<file path="config.mk">
export PLATFORM = sky130hd
export DESIGN_NAME = inv_mix_columns_seq
export DESIGN_NICKNAME = d
export VERILOG_FILES = /design/src/rtl/aes_inv_pkg.sv /design/src/rtl/inv_mix_col.sv /design/src/rtl/inv_mix_columns_seq.sv
export SDC_FILE = /design/constraint.sdc
export NUM_CORES = 1
export LEC_CHECK = 0
export BUFFER_PORTS_ARGS = -buffer_cell sky130_fd_sc_hd__buf_4
export CAP_MARGIN = 20
export CORE_MARGIN = 8
export CORE_UTILIZATION = 48
export CTS_CLUSTER_SIZE = 14
export DETAILED_ROUTE_END_ITERATION = 8
export PLACE_DENSITY = 0.85
export SKIP_LAST_GASP = 1
export SLEW_MARGIN = 15
export SYNTH_ARGS = -nofsm -noshare
export SYNTH_HDL_FRONTEND = slang
export SYNTH_SLANG_ARGS = --single-unit
</file>
<file path="constraint.sdc">
create_clock -name clk -period 2.9 [get_ports clk]
set_clock_uncertainty 0.15 [all_clocks]
set_input_delay 0.435 -clock clk [delete_from_list [all_inputs] [get_ports clk]]
set_output_delay 0.435 -clock clk [all_outputs]
set_load 0.02 [all_outputs]
</file>
<file path="src/rtl/aes_inv_pkg.sv">
// Shared types and GF(2^8) helpers for the InvMixColumns engine.
// Optional macro INV_MIX_FWD_EN (used by the engine files) adds a forward
// MixColumns mode; nothing in this package depends on it.
package aes_inv_pkg;

  localparam logic [7:0] AES_POLY = 8'h1b;

  typedef logic [7:0] byte_t;

  typedef enum logic [1:0] {
    IDLE = 2'd0,
    CALC = 2'd1,
    DONE = 2'd2
  } state_e;

  // First row of the inverse matrix; later rows are right-rotations of it.
  localparam byte_t INV_C0 = 8'h0e;
  localparam byte_t INV_C1 = 8'h0b;
  localparam byte_t INV_C2 = 8'h0d;
  localparam byte_t INV_C3 = 8'h09;

  function automatic byte_t xtime(input byte_t b);
    return {b[6:0], 1'b0} ^ (b[7] ? AES_POLY : 8'h00);
  endfunction

  // Multiply by a constant as a sum of xtime powers; with a constant c this
  // reduces to the usual x9/xb/xd/xe XOR networks.
  function automatic byte_t gf_mul_const(input byte_t b, input byte_t c);
    byte_t acc;
    byte_t p;
    acc = '0;
    p   = b;
    for (int i = 0; i < 8; i++) begin
      if (c[i]) acc = acc ^ p;
      p = xtime(p);
    end
    return acc;
  endfunction

  function automatic byte_t inv_coef(input logic [1:0] k);
    case (k)
      2'd0:    return INV_C0;
      2'd1:    return INV_C1;
      2'd2:    return INV_C2;
      default: return INV_C3;
    endcase
  endfunction

endpackage

</file>
<file path="src/rtl/inv_mix_col.sv">
// Combinational single-column InvMixColumns (row 0 in bits [31:24]).
// With INV_MIX_FWD_EN defined, fwd_i=1 selects the forward MixColumns matrix.
module inv_mix_col
  import aes_inv_pkg::*;
(
`ifdef INV_MIX_FWD_EN
  input  logic        fwd_i,
`endif
  input  logic [31:0] col_i,
  output logic [31:0] col_o
);

`ifdef INV_MIX_FWD_EN
  function automatic byte_t fwd_coef(input logic [1:0] k);
    case (k)
      2'd0:    return 8'h02;
      2'd1:    return 8'h03;
      default: return 8'h01;
    endcase
  endfunction
`endif

  // Row r uses coefficient index (j - r) mod 4 for input byte j.
  always_comb begin
    byte_t      acc;
    byte_t      coef;
    logic [1:0] k;
    col_o = '0;
    acc   = '0;
    coef  = '0;
    k     = '0;
    for (int r = 0; r < 4; r++) begin
      acc = '0;
      for (int j = 0; j < 4; j++) begin
        k = 2'(j - r);
`ifdef INV_MIX_FWD_EN
        coef = fwd_i ? fwd_coef(k) : inv_coef(k);
`else
        coef = inv_coef(k);
`endif
        acc = acc ^ gf_mul_const(col_i[31-8*j -: 8], coef);
      end
      col_o[31-8*r -: 8] = acc;
    end
  end

endmodule

</file>
<file path="src/rtl/inv_mix_columns_seq.sv">
// Iterative InvMixColumns engine with valid/ready on both sides.
// COLS_PER_CYCLE columns are transformed per clock (1, 2 or 4).
// Optional macro INV_MIX_FWD_EN adds port fwd, latched on accept, that
// switches the whole block to forward MixColumns.
module inv_mix_columns_seq
  import aes_inv_pkg::*;
#(
  parameter int COLS_PER_CYCLE = 1
) (
  input  logic         clk,
  input  logic         rst,
`ifdef INV_MIX_FWD_EN
  input  logic         fwd,
`endif
  input  logic         in_valid,
  output logic         in_ready,
  input  logic [127:0] in_data,
  output logic         out_valid,
  input  logic         out_ready,
  output logic [127:0] out_data,
  output logic         busy
);

  localparam int         NSTEP     = 4 / COLS_PER_CYCLE;
  localparam logic [1:0] LAST_STEP = 2'(NSTEP - 1);
  localparam logic [1:0] CPC_W     = 2'(COLS_PER_CYCLE);

  generate
    if (!(COLS_PER_CYCLE == 1 || COLS_PER_CYCLE == 2 || COLS_PER_CYCLE == 4)) begin : g_bad_cfg
      $error("inv_mix_columns_seq: COLS_PER_CYCLE must be 1, 2 or 4");
    end
  endgenerate

  state_e      state_q, state_d;
  logic [1:0]  cnt_q, cnt_d;
  logic [31:0] cols_q [4];
  logic [31:0] cols_d [4];
  logic        accept;
`ifdef INV_MIX_FWD_EN
  logic        fwd_q, fwd_d;
`endif

  logic [1:0]  col_idx [COLS_PER_CYCLE];
  logic [31:0] col_in  [COLS_PER_CYCLE];
  logic [31:0] col_out [COLS_PER_CYCLE];

  // Step cnt covers columns cnt*COLS_PER_CYCLE + k; for 4 columns cnt stays 0.
  for (genvar k = 0; k < COLS_PER_CYCLE; k++) begin : g_col
    localparam logic [1:0] K_W = 2'(k);
    assign col_idx[k] = cnt_q * CPC_W + K_W;
    assign col_in[k]  = cols_q[col_idx[k]];
    inv_mix_col u_col (
`ifdef INV_MIX_FWD_EN
      .fwd_i (fwd_q),
`endif
      .col_i (col_in[k]),
      .col_o (col_out[k])
    );
  end

  // Ready in IDLE, and in DONE only when the result is being taken this cycle.
  always_comb begin
    in_ready = 1'b0;
    if (!rst) begin
      case (state_q)
        IDLE:    in_ready = 1'b1;
        DONE:    in_ready = out_ready;
        default: in_ready = 1'b0;
      endcase
    end
  end

  assign accept = in_valid & in_ready;

  // Next-state, counter and working-register update.
  always_comb begin
    state_d = state_q;
    cnt_d   = cnt_q;
    cols_d  = cols_q;
`ifdef INV_MIX_FWD_EN
    fwd_d   = fwd_q;
`endif
    case (state_q)
      IDLE: ;
      CALC: begin
        for (int k = 0; k < COLS_PER_CYCLE; k++) begin
          cols_d[col_idx[k]] = col_out[k];
        end
        cnt_d = cnt_q + 2'd1;
        if (cnt_q == LAST_STEP) begin
          cnt_d   = '0;
          state_d = DONE;
        end
      end
      DONE: begin
        if (out_ready) state_d = IDLE;
      end
      default: state_d = IDLE;
    endcase
    if (accept) begin
      for (int c = 0; c < 4; c++) begin
        cols_d[c] = in_data[127-32*c -: 32];
      end
      cnt_d   = '0;
      state_d = CALC;
`ifdef INV_MIX_FWD_EN
      fwd_d   = fwd;
`endif
    end
  end

  // State and datapath registers; reset drops any in-flight block.
  always_ff @(posedge clk) begin
    if (rst) begin
      state_q <= IDLE;
      cnt_q   <= '0;
      cols_q  <= '{default: '0};
`ifdef INV_MIX_FWD_EN
      fwd_q   <= 1'b0;
`endif
    end else begin
      state_q <= state_d;
      cnt_q   <= cnt_d;
      cols_q  <= cols_d;
`ifdef INV_MIX_FWD_EN
      fwd_q   <= fwd_d;
`endif
    end
  end

  assign out_valid = (state_q == DONE);
  assign busy      = (state_q == CALC);

  // Result is only visible while out_valid is high.
  always_comb begin
    out_data = '0;
    if (out_valid) begin
      for (int c = 0; c < 4; c++) begin
        out_data[127-32*c -: 32] = cols_q[c];
      end
    end
  end

endmodule

</file>
# == After elaboration in Yosys (flattened, before gate mapping) ==
# Index checks and enable logic that the tools add are counted.
# totals
register_bits,132
inputBits,132
out_inout_bits,131
wordCells,107
# classes
n_addsub,1
n_lt_le_gt_ge,2
n_eq_ne,8
muxes,28
bitwise,55
n_reduce_logical,6
# op_table
cell,count
$xor A8 B8 Y8,52
$mux W128,3
$bwmux W128,1
$mux W32,3
$bmux W32 S2,1
$demux W32 S2,1
$mux W5,12
$mux W2,3
$ne A3 B1 Y1 const B,2
$pmux W2 S3,1
$reduce_and A3 Y1,2
$eq A2 B2 Y1 const B,2
$ne A2 B1 Y1 const B,2
$ge A3 B3 Y1 const B,1
$lt A3 B1 Y1 const B,1
$not A2 Y3,1
$add A2 B1 Y2 const B,1
$eq A2 B1 Y1 const B,1
$logic_not A2 Y1,1
$mux W1,2
$ne A2 B2 Y1 const B,1
$pmux W1 S2,1
$reduce_bool A2 Y1,1
$reduce_or A2 Y1,1
other kinds (3),3

# == Longest topological paths before layout ==
# Gate-level depths: netlist of run 1.
# depth
depth_word,17
ltp_mapped,12
depth_no_buf,7

# == Modules after synthesis ==
# From an unflattened synthesis of run 1, not the netlist that was laid out.
# hier_totals
hier_cells,1026
hier_area_um2,10751.6
# modules_own_cells
module,n_inst,cells_each,area_per_inst_um2,seq_area_each_um2
inv_mix_columns_seq,1,813,8247.9,2642.5
inv_mix_col,1,213,2503.7,0.0

# == Worst setup path before layout of run 1 ==
# Ideal clock, no wire load.
# synth_path
kind,reg2reg
start,reg cnt_q[0]
end,reg cols_q[20] in the netlist's numbering
setup_time_ns,0.070
arrival_ns,2.922
t_required_ns,2.680
setup_slack_ns,-0.242
stages_incl_launch_ff,10
n_path_buf,2
period_less_slack_ns,3.142
cell_sequence,dfxtp_1 > buf_6 > mux4_1 > buf_2 > xnor3_1 > xnor3_1 > xnor3_2 > xnor2_2 > nand2_1 > a21oi_1
# synth_via
elab_chain_len,15
word_cells_on_any_way,45
cone_classes,order compare: 2; mux: 19; bitwise: 23; reduce/logical: 1
# synth_lines
element,line_no,text
from (decl),inv_mix_columns_seq.sv:35,"logic [1:0] cnt_q, cnt_d;"
from (signal assigned),inv_mix_columns_seq.sv:123,cnt_q <= cnt_d;
$not A2 Y3 (implied by the code) *,"inv_mix_columns_seq.sv:51, inv_mix_columns_seq.sv:87",
$bmux W32 S2,inv_mix_columns_seq.sv:51,assign col_in[k] = cols_q[col_idx[k]];
$mux W32 (implied by the code) (2 in a row),inv_mix_columns_seq.sv:51,
$xor A8 B8 Y8 or $mux W5 (tied branches),aes_inv_pkg.sv:23,"return {b[6:0], 1'b0} ^ (b[7] ? AES_POLY : 8'h00);"
$mux W5 or $xor A8 B8 Y8 (tied branches),aes_inv_pkg.sv:23,
$xor A8 B8 Y8 or $mux W5 (tied branches),aes_inv_pkg.sv:23,
"$xor A8 B8 Y8, on equally long branches","aes_inv_pkg.sv:23, aes_inv_pkg.sv:34",
$xor A8 B8 Y8,aes_inv_pkg.sv:34,if (c[i]) acc = acc ^ p;
$xor A8 B8 Y8 (3 in a row),inv_mix_col.sv:41,"acc = acc ^ gf_mul_const(col_i[31-8*j -: 8], coef);"
$bwmux W128 *,inv_mix_columns_seq.sv:87,cols_d[col_idx[k]] = col_out[k];
$mux W128 *,inv_mix_columns_seq.sv:83,case (state_q)
$mux W128 *,inv_mix_columns_seq.sv:100,if (accept) begin
to (signal assigned),inv_mix_columns_seq.sv:124,cols_q <= cols_d;
to (decl),inv_mix_columns_seq.sv:36,logic [31:0] cols_q [4];
# Mark *: on every way between the ends. The rest lies on a longest branch, timed or not. The select of a mux whose other input is x is not followed.
# A chain may end at the register's enable or synchronous reset.

# == Worst setup path in the final report of run 1 ==
# layout_path
start,reg cnt_q[0]
end,reg cols_q[28] in the netlist's numbering
# layout_via
elab_chain_len,15
word_cells_on_any_way,45
cone_classes,order compare: 2; mux: 19; bitwise: 23; reduce/logical: 1
# layout_lines
element,line_no
$not A2 Y3 (implied by the code) *,"inv_mix_columns_seq.sv:51, inv_mix_columns_seq.sv:87"
$bmux W32 S2,inv_mix_columns_seq.sv:51
$mux W32 (implied by the code) (2 in a row),inv_mix_columns_seq.sv:51
$mux W5 or $xor A8 B8 Y8 (tied branches),aes_inv_pkg.sv:23
$xor A8 B8 Y8 or $mux W5 (tied branches) (2 in a row),aes_inv_pkg.sv:23
"$xor A8 B8 Y8, on equally long branches","aes_inv_pkg.sv:34, aes_inv_pkg.sv:23"
$xor A8 B8 Y8,aes_inv_pkg.sv:34
$xor A8 B8 Y8 (3 in a row),inv_mix_col.sv:41
$bwmux W128 *,inv_mix_columns_seq.sv:87
$mux W128 *,inv_mix_columns_seq.sv:83
$mux W128 *,inv_mix_columns_seq.sv:100
# Marked as above.

==> flow_metrics.tcl, run 1 <==
set metrics [dict create \
    htreeDepth 4 \
    cts_tree "yes" \
    ys_seq_elements 132 \
    crit_required_ps 3110 \
    status "finished with violations" \
    placement.io_buffers 262 \
    syn_area_um2 9210 \
    setup.worst_path.start "cnt_q[0]$_SDFFE_PP0P_" \
    grtUsageTotal 0.326 \
    core_area_um2 18800 \
    maxSlewViolCount 0 \
    grt_max_degree 130 \
    cts.sinks 132 \
    cap_violations 0 \
    final_cells 1578 \
    slew_headroom 0.242 \
    cts_made_buffers 17 \
    max_clock_freq_mhz 281 \
    drc 0 \
    drive_above_1_share 0.454 \
    worstHoldStart "in_data[24]" \
    vias_per_cell 6.70 \
    ys_warn_count 0 \
    rsz0062_at_grt "yes" \
    place_congestion 0.995 \
    cts-root-buf "clkbuf_16" \
    wire_per_inst_um 29.6 \
    syn_inst 987 \
    muxShareOfSynthArea 0.0823 \
    antenna_found_initial 0 \
    violations "negative setup slack" \
    synth_seq_area_share 0.287 \
    area_growth_pct 52.9 \
    row_count 50 \
    dr_total_vias 10575 \
    synthAdderAreaFrac 0.00543 \
    setup_viol 128 \
    syn_avg_cell_area_um2 9.33 \
    min_period_ps 3550 \
    clk_latency_ps 450 \
    dieArea_um2 23900 \
    hold_viol_final 0 \
    clk_pin_slew_ps 70 \
    ys_types 30 \
    initial_utilization 0.491 \
    crit_path_start_kind "flop" \
    finalWorstSetupSlack_ps -654 \
    grt_pass1_wl_mm 60.2 \
    cts_buffer_depth 2 \
    drt_iter0_drc 1798 \
    fin_crit_sh 1.23 \
    whs_ps 132 \
    die_h_um 155 \
    synth_top_family_by_area "XOR/XNOR gates" \
    critical_path.max_stage_delay_ps 660 \
    postLayoutCellArea_um2 14100 \
    antennaDiodeCount 0 \
    post-route-util 0.751 \
    dp_hpwl_mm 25.8 \
    place_area_um2 12300 \
    crit_path_frequent_cell "buf_4" \
    first_pass_iters 8 \
    postCtsHoldBufs 0 \
    first_global_vias 10215 \
    min_path_type "input pin to flop" \
    timing_worst_slew_pin_value_ps 1130 \
    synth_compound_area_frac 0.177 \
    critPathMaxFanout 14 \
    yosys.area_share.simple 0.150 \
    endpoint_kind "flop" \
    cp_cell_sequence "buf_12 > mux4_2 > xor2_4 > xnor3_2 > buf_4 > xnor2_1 > buf_4 > xnor2_4 > buf_4 > nand2_1 > a21oi_1" \
    finalWirelength_mm 46.7 \
    path_class "flop to flop" \
    postRouteAntennaNets 0 \
    syn-num-nets 1123 \
    cp.arrival_ps 3760 \
    io_pins 263 \
    grt_overflow 0 \
    r2r_start "cnt_q[0]$_SDFFE_PP0P_" \
    fp.dieW_um 155 \
    placed_cells 1510 \
    synthXorXnorAreaFrac 0.250 \
    nets 1469 \
    cp_slowest_cell "mux4_2" \
]
registers in the layout, indices dropped and copies added, names as in the netlist:
| register | cells |
|---|---|
| cnt_q | 2 |
| cols_q | 128 |
| state_q | 2 |
cell usage after synthesis:
library cell  count  share of area
a211oi_1          1        0.00082
a21oi_1         130          0.071
a22oi_1         128           0.10
and2_1          133          0.090
buf_1             2        0.00082
buf_12            2         0.0043
buf_2            21          0.011
buf_4             4         0.0033
buf_6             2         0.0024
clkbuf_1         61          0.025
dfxtp_1         132           0.29
ha_1              4         0.0054
inv_1             4         0.0016
mux4_1           10          0.029
mux4_2           22          0.054
nand2_1         125          0.051
nand2b_1          4         0.0027
nor2_1            7         0.0029
nor2b_1           1        0.00068
nor3_1            4         0.0022
o21a_1            1        0.00082
or2_2             1        0.00068
xnor2_1         108           0.10
xnor2_2          10          0.018
xnor2_4           4          0.012
xnor3_1          29          0.071
xnor3_2           1         0.0026
xor2_1           29          0.028
xor2_2            2         0.0035
xor3_1            5          0.013
per-stage QoR:
step           worst slack (ps)  TNS (ps)
2_1_floorplan             -64.6     -1320
3_3_place_gp               -297    -15800
3_5_place_dp               -335    -22120
4_1_cts                    -209    -10570
5_1_grt                    -704    -47840
6_report                   -654    -39330
cell families after synthesis:
kind of cell,after synthesis
flip-flops,132
AO/OA/AOI/OAI,260
adder cells (fa/ha/maj),4
XOR/XNOR,188
multiplexers,32
buffers and inverters,96
AND/OR/NAND/NOR,275
layout make-up:
cell class | count | area (µm²)
Inverter | 4 | 15.0
Clock buffer | 20 | 447
Sequential cell | 132 | 2650
Clock inverter | 10 | 110
Multi-Input combinational cell | 759 | 7190
Fill cell | 1082 | 4680
Tap cell | 234 | 293
Timing Repair Buffer | 419 | 3390
critical path, delay by kind of cell, from the launching register on:
kind            cells  cell delay (ps)
xor+xnor            4             1250
buf+inv             4              730
mux                 1              660
flops               1              370
compound gates      1              210
simple gates        1               60
path summary, 6_finish.rpt:
| path | end | slack [ps] | depth (start not counted) |
|---|---|---|---|
| setup / recovery | cols_q[28]$_SDFFE_PP0P_ | -650 | 11 |
| hold reg to reg | cols_q[114]$_SDFFE_PP0P_ | 420 | 2 |
| setup reg to reg | cols_q[28]$_SDFFE_PP0P_ | -650 | 11 |
| hold / removal | cols_q[24]$_SDFFE_PP0P_ | 130 | 3 |
cell usage in the layout, fill, tap and decap left out, types with 3 or more instances in the layout:
| master | count |
|---|---|
| xor2_1 | 17 |
| nand2_1 | 123 |
| a21oi_1 | 116 |
| buf_6 | 15 |
| mux4_1 | 3 |
| nor2_1 | 3 |
| inv_1 | 4 |
| mux4_2 | 29 |
| xnor3_2 | 17 |
| dfxtp_1 | 130 |
| xor3_1 | 3 |
| nor3_1 | 4 |
| clkbuf_16 | 17 |
| xnor3_1 | 13 |
| xor2_2 | 6 |
| xnor2_1 | 46 |
| nor2_4 | 4 |
| nand2b_1 | 4 |
| and2_1 | 132 |
| buf_4 | 389 |
| ha_1 | 4 |
| buf_12 | 15 |
| a22oi_1 | 128 |
| xnor2_2 | 43 |
| a21oi_2 | 14 |
| xor2_4 | 8 |
| clkinv_2 | 5 |
| xnor2_4 | 33 |
layer usage:
layer  track usage  vias to the layer above  part of all wire
li1              -                     4122                 -
met5             0                        -                 0
met3        0.0811                      393              0.14
met2         0.528                     1214              0.44
met1         0.384                     4846              0.33
met4         0.201                        0             0.088
repair_timing:
item	CTS	global route
hold endpoints to repair	0	0
buffers inserted	19	20
pin swaps	52	23
endpoints found under the setup margin	123	128
gates resized for setup	84	58
Power of run 1 is not shown: default switching activity piles up to over one toggle a cycle in this logic, so the estimate is an artifact.
==> run 2, diff against run 1 <==
Settings changed: CORE_UTILIZATION 48 to 53, PLACE_DENSITY 0.85 to 0.88.
Clock period 2.9 ns to 3.8 ns, I/O delays scaled along.
==> flow_metrics.tcl, run 2 (same netlist as run 1, synthesis figures left out) <==
set metrics [dict create \
    status "finished, final reports clean" \
    worstHoldStart "in_data[45]" \
    critPathMaxFanout 24 \
    cts_tree "yes" \
    peakVddDrop_mv 0.890 \
    post-place-ws_ps 322 \
    cp.arrival_ps 3740 \
    cts-root-buf "clkbuf_16" \
    nets 1336 \
    cellPowerDensity_nw_per_um2 1040 \
    crit_cells 8 \
    fin_crit_sh 0.933 \
    antennaDiodeCount 0 \
    dp_hpwl_mm 23.8 \
    cap_violations 0 \
    grt_overflow 0 \
    fp.dieW_um 148 \
    rsz0062_at_grt "no" \
    core_area_um2 17200 \
    initial_utilization 0.536 \
    largest_reg_flops 128 \
    path_buf_inv 1 \
    cts-resized-gates 0 \
    cts_made_buffers 17 \
    placement.io_buffers 262 \
    maxSlewViolCount 0 \
    cts_buffer_depth 2 \
    dieArea_um2 21900 \
    reg2reg_setup_slack_ps 250 \
    area_growth_pct 29.6 \
    fin_tns_setup_ps 0 \
    rr_endpoint "cols_q[20]$_SDFFE_PP0P_" \
    crit_path_frequent_cell "xnor3_1" \
    place_congestion 1.00 \
    setup_viol 0 \
    clk_latency_ps 420 \
    r2r_start "cnt_q[0]$_SDFFE_PP0P_" \
    row_count 48 \
    top_regs "cols_q: 128 flops, cnt_q: 2 flops, state_q: 2 flops" \
    crit_required_ps 4000 \
    cts.sinks 132 \
    first_global_vias 8881 \
    final_common_cell "buf_4" \
    hold_viol_final 0 \
    timing_worst_slew_pin_value_ps 1070 \
    vias_per_cell 6.03 \
    max_clock_freq_mhz 282 \
    finalWirelength_mm 32.9 \
    min_path_type "input pin to flop" \
    p_leak_nw 4.95 \
    postCtsHoldBufs 0 \
    cp_slowest_cell "mux4_1" \
    slew_headroom 0.288 \
    crit_family "XOR/XNOR gates" \
    drt_iter0_drc 837 \
    path_class "flop to flop" \
    rr_worst_depth 8 \
    crit_end "cols_q[20]$_SDFFE_PP0P_" \
    dr_total_vias 8666 \
    clk_pin_slew_ps 60 \
    antenna_found_initial 0 \
    min_period_ps 3550 \
    drive_above_1_share 0.299 \
    grt_max_degree 81 \
    critical_path.max_stage_delay_ps 740 \
    die_h_um 148 \
    setup.worst_path.start "cnt_q[0]$_SDFFE_PP0P_" \
    io_pins 263 \
    first_pass_iters 6 \
    top_register "cols_q" \
    postRouteAntennaNets 0 \
    grt_pass1_wl_mm 50.5 \
    cp_cell_sequence "buf_12 > mux4_1 > xnor3_1 > xnor3_1 > xnor3_2 > xnor2_2 > nand2_1 > a21oi_1" \
    drc 0 \
    htreeDepth 4 \
    mostFrequentLayoutCells "buf_4, and2_1, a21oi_1, dfxtp_1, a22oi_1" \
    wire_per_inst_um 22.9 \
    grtUsageTotal 0.294 \
    finalWorstSetupSlack_ps 253 \
    crit_path_start_kind "flop" \
    post_cts_buffers 0 \
    endpoint_kind "flop" \
]
[run 2: cell types whose count changed in the layout (fill, tap and decap cells not counted), sizes merged]
cell | previous run | this run
bufinv | 2 | 4
clkinv | 7 | 3
buf | 419 | 286
clkbuf | 20 | 24
[run 2: worst min-delay path by stage]
| stage | end | cells after the start |
|---|---|---|
| 2_1_floorplan | cols_q[66]$_SDFFE_PP0P_ | 2 |
| 3_3_place_gp | cols_q[64]$_SDFFE_PP0P_ | 2 |
| 3_5_place_dp | cols_q[62]$_SDFFE_PP0P_ | 2 |
| 4_1_cts | cols_q[59]$_SDFFE_PP0P_ | 3 |
| 5_1_grt | cols_q[86]$_SDFFE_PP0P_ | 3 |
| 6_report | cols_q[45]$_SDFFE_PP0P_ | 3 |
[run 2: tightest hold or removal path, stage by stage]
cell and delay [ps]:
buf_4 80, a22oi_1 60, a21oi_1 110
[run 2: per-layer routing]
metal | GRT usage | part of all wire | vias to the layer above
met2 | 0.489 | 0.49 | 572
met4 | 0.123 | 0.034 | 0
met5 | 0 | 0 | -
met1 | 0.365 | 0.38 | 4139
li1 | - | - | 3862
met3 | 0.0611 | 0.095 | 93
[run 2: cell type report]
cell class,instances,area (µm²)
clock buffers,24,492
clock inverters,8,146
fillers,1341,5240
inverters,4,15.0
multi-input cells,759,6160
flip-flops and latches,132,2650
well taps,225,282
repair buffers,286,2200
[run 2: stage by stage]
stage / hold slack, ps / std cells / total power [mW] / area (µm²) / util
3_3_place_gp: 381 / 1406 / 10.3 / 11300 / 0.658
6_report: 283 / 1438 / 12.4 / 11900 / 0.695
4_1_cts: 277 / 1438 / 12.2 / 11900 / 0.695
2_1_floorplan: 357 / 987 / 8.17 / 9210 / -
3_5_place_dp: 392 / 1406 / 10.3 / 11300 / 0.658
5_1_grt: 293 / 1438 / 12.9 / 11900 / 0.695
[run 2: report_power, final]
| part | internal [mW] | total [mW] | switching (mW) |
|---|---|---|---|
| clock | 1.17 | 1.79 | 0.620 |
| combinational | 3.70 | 8.81 | 5.11 |
| sequential | 1.61 | 1.80 | 0.191 |
Note: power is estimated with default switching activity, not from simulation.
==> run 3, diff against run 2 <==
Settings changed: CORE_UTILIZATION 53 to 55, PLACE_DENSITY 0.88 to 0.89, SYNTH_HIERARCHICAL set to 1.
==> flow_metrics.tcl, run 3 <==
set metrics [dict create \
    synth_top_area_frac 0.246 \
    cap_violations 0 \
    grt_max_degree 83 \
    vias_per_cell 6.25 \
    grtUsageTotal 0.280 \
    cts_tree "yes" \
    rr_endpoint "cols_q[16]$_SDFFE_PP0P_" \
    largest_reg_flops 128 \
    top_register "cols_q" \
    p_leak_nw 5.99 \
    core_area_um2 19300 \
    die_h_um 156 \
    cts_buffer_depth 2 \
    setup_viol 0 \
    rr_worst_depth 8 \
    cts.sinks 132 \
    r2r_start "cnt_q[1]$_SDFFE_PP0P_" \
    endpoint_kind "flop" \
    cts_made_buffers 17 \
    yosysMostFrequentCell "dfxtp_1" \
    first_global_vias 9238 \
    timing_worst_slew_pin_value_ps 890 \
    final_common_cell "buf_4" \
    finalWorstSetupSlack_ps 283 \
    ys_async_sr_fraction 0 \
    syn_inst 1026 \
    maxSlewViolCount 0 \
    cts-resized-gates 0 \
    grt_overflow 0 \
    path_class "flop to flop" \
    drt_iter0_drc 886 \
    area_growth_pct 23.0 \
    drive_above_1_share 0.388 \
    post_cts_buffers 0 \
    syn_area_um2 10800 \
    cts-root-buf "clkbuf_16" \
    postRouteAntennaNets 0 \
    row_count 51 \
    crit_end "cols_q[16]$_SDFFE_PP0P_" \
    top_regs "cols_q: 128 flops, cnt_q: 2 flops, state_q: 2 flops" \
    dr_total_vias 9263 \
    ys_types 36 \
    io_pins 263 \
    placed_cells 1452 \
    min_path_type "input pin to flop" \
    netlist_top_cells_count "dfxtp_1, and2_1, mux2i_1, o41ai_1, xnor2_1" \
    clk_latency_ps 420 \
    fp.dieW_um 156 \
    placement.io_buffers 262 \
    synth-edff-count 0 \
    finalWirelength_mm 34.7 \
    ys_warn_count 6 \
    rsz0062_at_grt "no" \
    htreeDepth 4 \
    crit_required_ps 4000 \
    post-place-ws_ps 353 \
    drc 0 \
    grt_pass1_wl_mm 53.4 \
    postCtsHoldBufs 0 \
    dp_hpwl_mm 25.6 \
    setup.worst_path.start "cnt_q[1]$_SDFFE_PP0P_" \
    slew_headroom 0.406 \
    synth_seq_area_share 0.246 \
    min_period_ps 3520 \
    worstHoldStart "rst" \
    crit_path_start_kind "flop" \
    initial_utilization 0.556 \
    nets 1342 \
    syn-num-nets 1162 \
    cellPowerDensity_nw_per_um2 1170 \
    max_clock_freq_mhz 284 \
    cp.arrival_ps 3720 \
    synth_top_flop_cell "dfxtp_1" \
    place_congestion 0.969 \
    hold_viol_final 0 \
    fin_tns_setup_ps 0 \
    ys_seq_elements 132 \
    dieArea_um2 24300 \
    synthTopCellsByArea "dfxtp_1, mux2i_1, o41ai_1" \
    critPathMaxFanout 22 \
    final_cells 1482 \
    antenna_found_initial 1 \
    status "finished, final reports clean" \
    syn_avg_cell_area_um2 10.5 \
    clk_pin_slew_ps 60 \
    mostFrequentLayoutCells "buf_4, dfxtp_1, and2_1, mux2i_1, o41ai_1" \
    first_pass_iters 7 \
    peakVddDrop_mv 1.12 \
    reg2reg_setup_slack_ps 280 \
    fin_crit_sh 0.926 \
    wire_per_inst_um 23.4 \
    yosys.area.top_type "dfxtp_1" \
]
## run 3: cell count changes in the layout (fill, tap and decap cells not counted), moves of 7 or more
cell     before  now
mux4_2       22   32
mux2i_1       0  128
a22oi_1     128    0
xnor2_1     108  116
a21oi_2       0   90
nand2_1     125    0
mux4_1       10    0
o41ai_1       0  128
xnor3_1      29   22
a21oi_1     130   40
## run 3: logic make-up after synthesis
family	count (synthesis)	share of synthesized area
compound gates	259	0.197
xor+xnor	193	0.221
mux	161	0.187
simple gates	142	0.0830
buf+inv	135	0.0617
flops	132	0.246
fa+ha+maj	4	0.00466
## run 3: worst min-delay path by stage
stage | endpoint | slack (ps) | depth (start not counted)
6_report | state_q[0]$_SDFFE_PP0P_ | 220 | 2
3_5_place_dp | cols_q[95]$_SDFFE_PP0P_ | 400 | 2
4_1_cts | state_q[0]$_SDFFE_PP0P_ | 210 | 2
5_1_grt | state_q[0]$_SDFFE_PP0P_ | 210 | 2
2_1_floorplan | cols_q[63]$_SDFFE_PP0P_ | 380 | 2
3_3_place_gp | cols_q[125]$_SDFFE_PP0P_ | 400 | 2
## run 3: metal layers
metal  vias to the layer above  share of wire  track usage
met3                        83          0.085       0.0609
met4                         0          0.028        0.103
met2                       523           0.47        0.442
met5                         -              0            0
met1                      4522           0.41        0.369
li1                       4135              -            -
## run 3: final cells by class
class / instances / area, µm²
clock inverter: 6 / 32.5
multi-input combinational: 759 / 7460
inverter: 4 / 20.0
clock buffer: 23 / 468
tap: 265 / 332
sequential: 132 / 2650
timing repair buffer: 292 / 2250
fill: 1507 / 6110
antenna: 1 / 2.50
## run 3: power by group
part           leakage (nW)  internal (mW)  switching [mW]  total (mW)
Clock                 0.248          0.850           0.601        1.45
Combinational          4.66           5.53            6.64        12.2
Sequential             1.09           1.62           0.189        1.81
Total                  5.99           8.00            7.43        15.4
## run 3: through the flow
step                utilization  power, mW  hold slack (ps)  instance area, µm²
floorplan                     -       10.7              376               10800
global placement          0.657       13.7              399               12700
detailed placement        0.658       13.8              401               12700
CTS                       0.684       15.3              207               13200
global route              0.684       16.1              205               13200
finish                    0.684       15.4              218               13200
## run 3: worst max-delay path: stages, from the launching register on
cell and delay, ps:
dfxtp_2 370, buf_12 210, mux4_2 700, xnor2_1 580, xnor2_1 180, xnor2_1 390
xor2_1 480, mux2i_1 200, a21oi_2 160
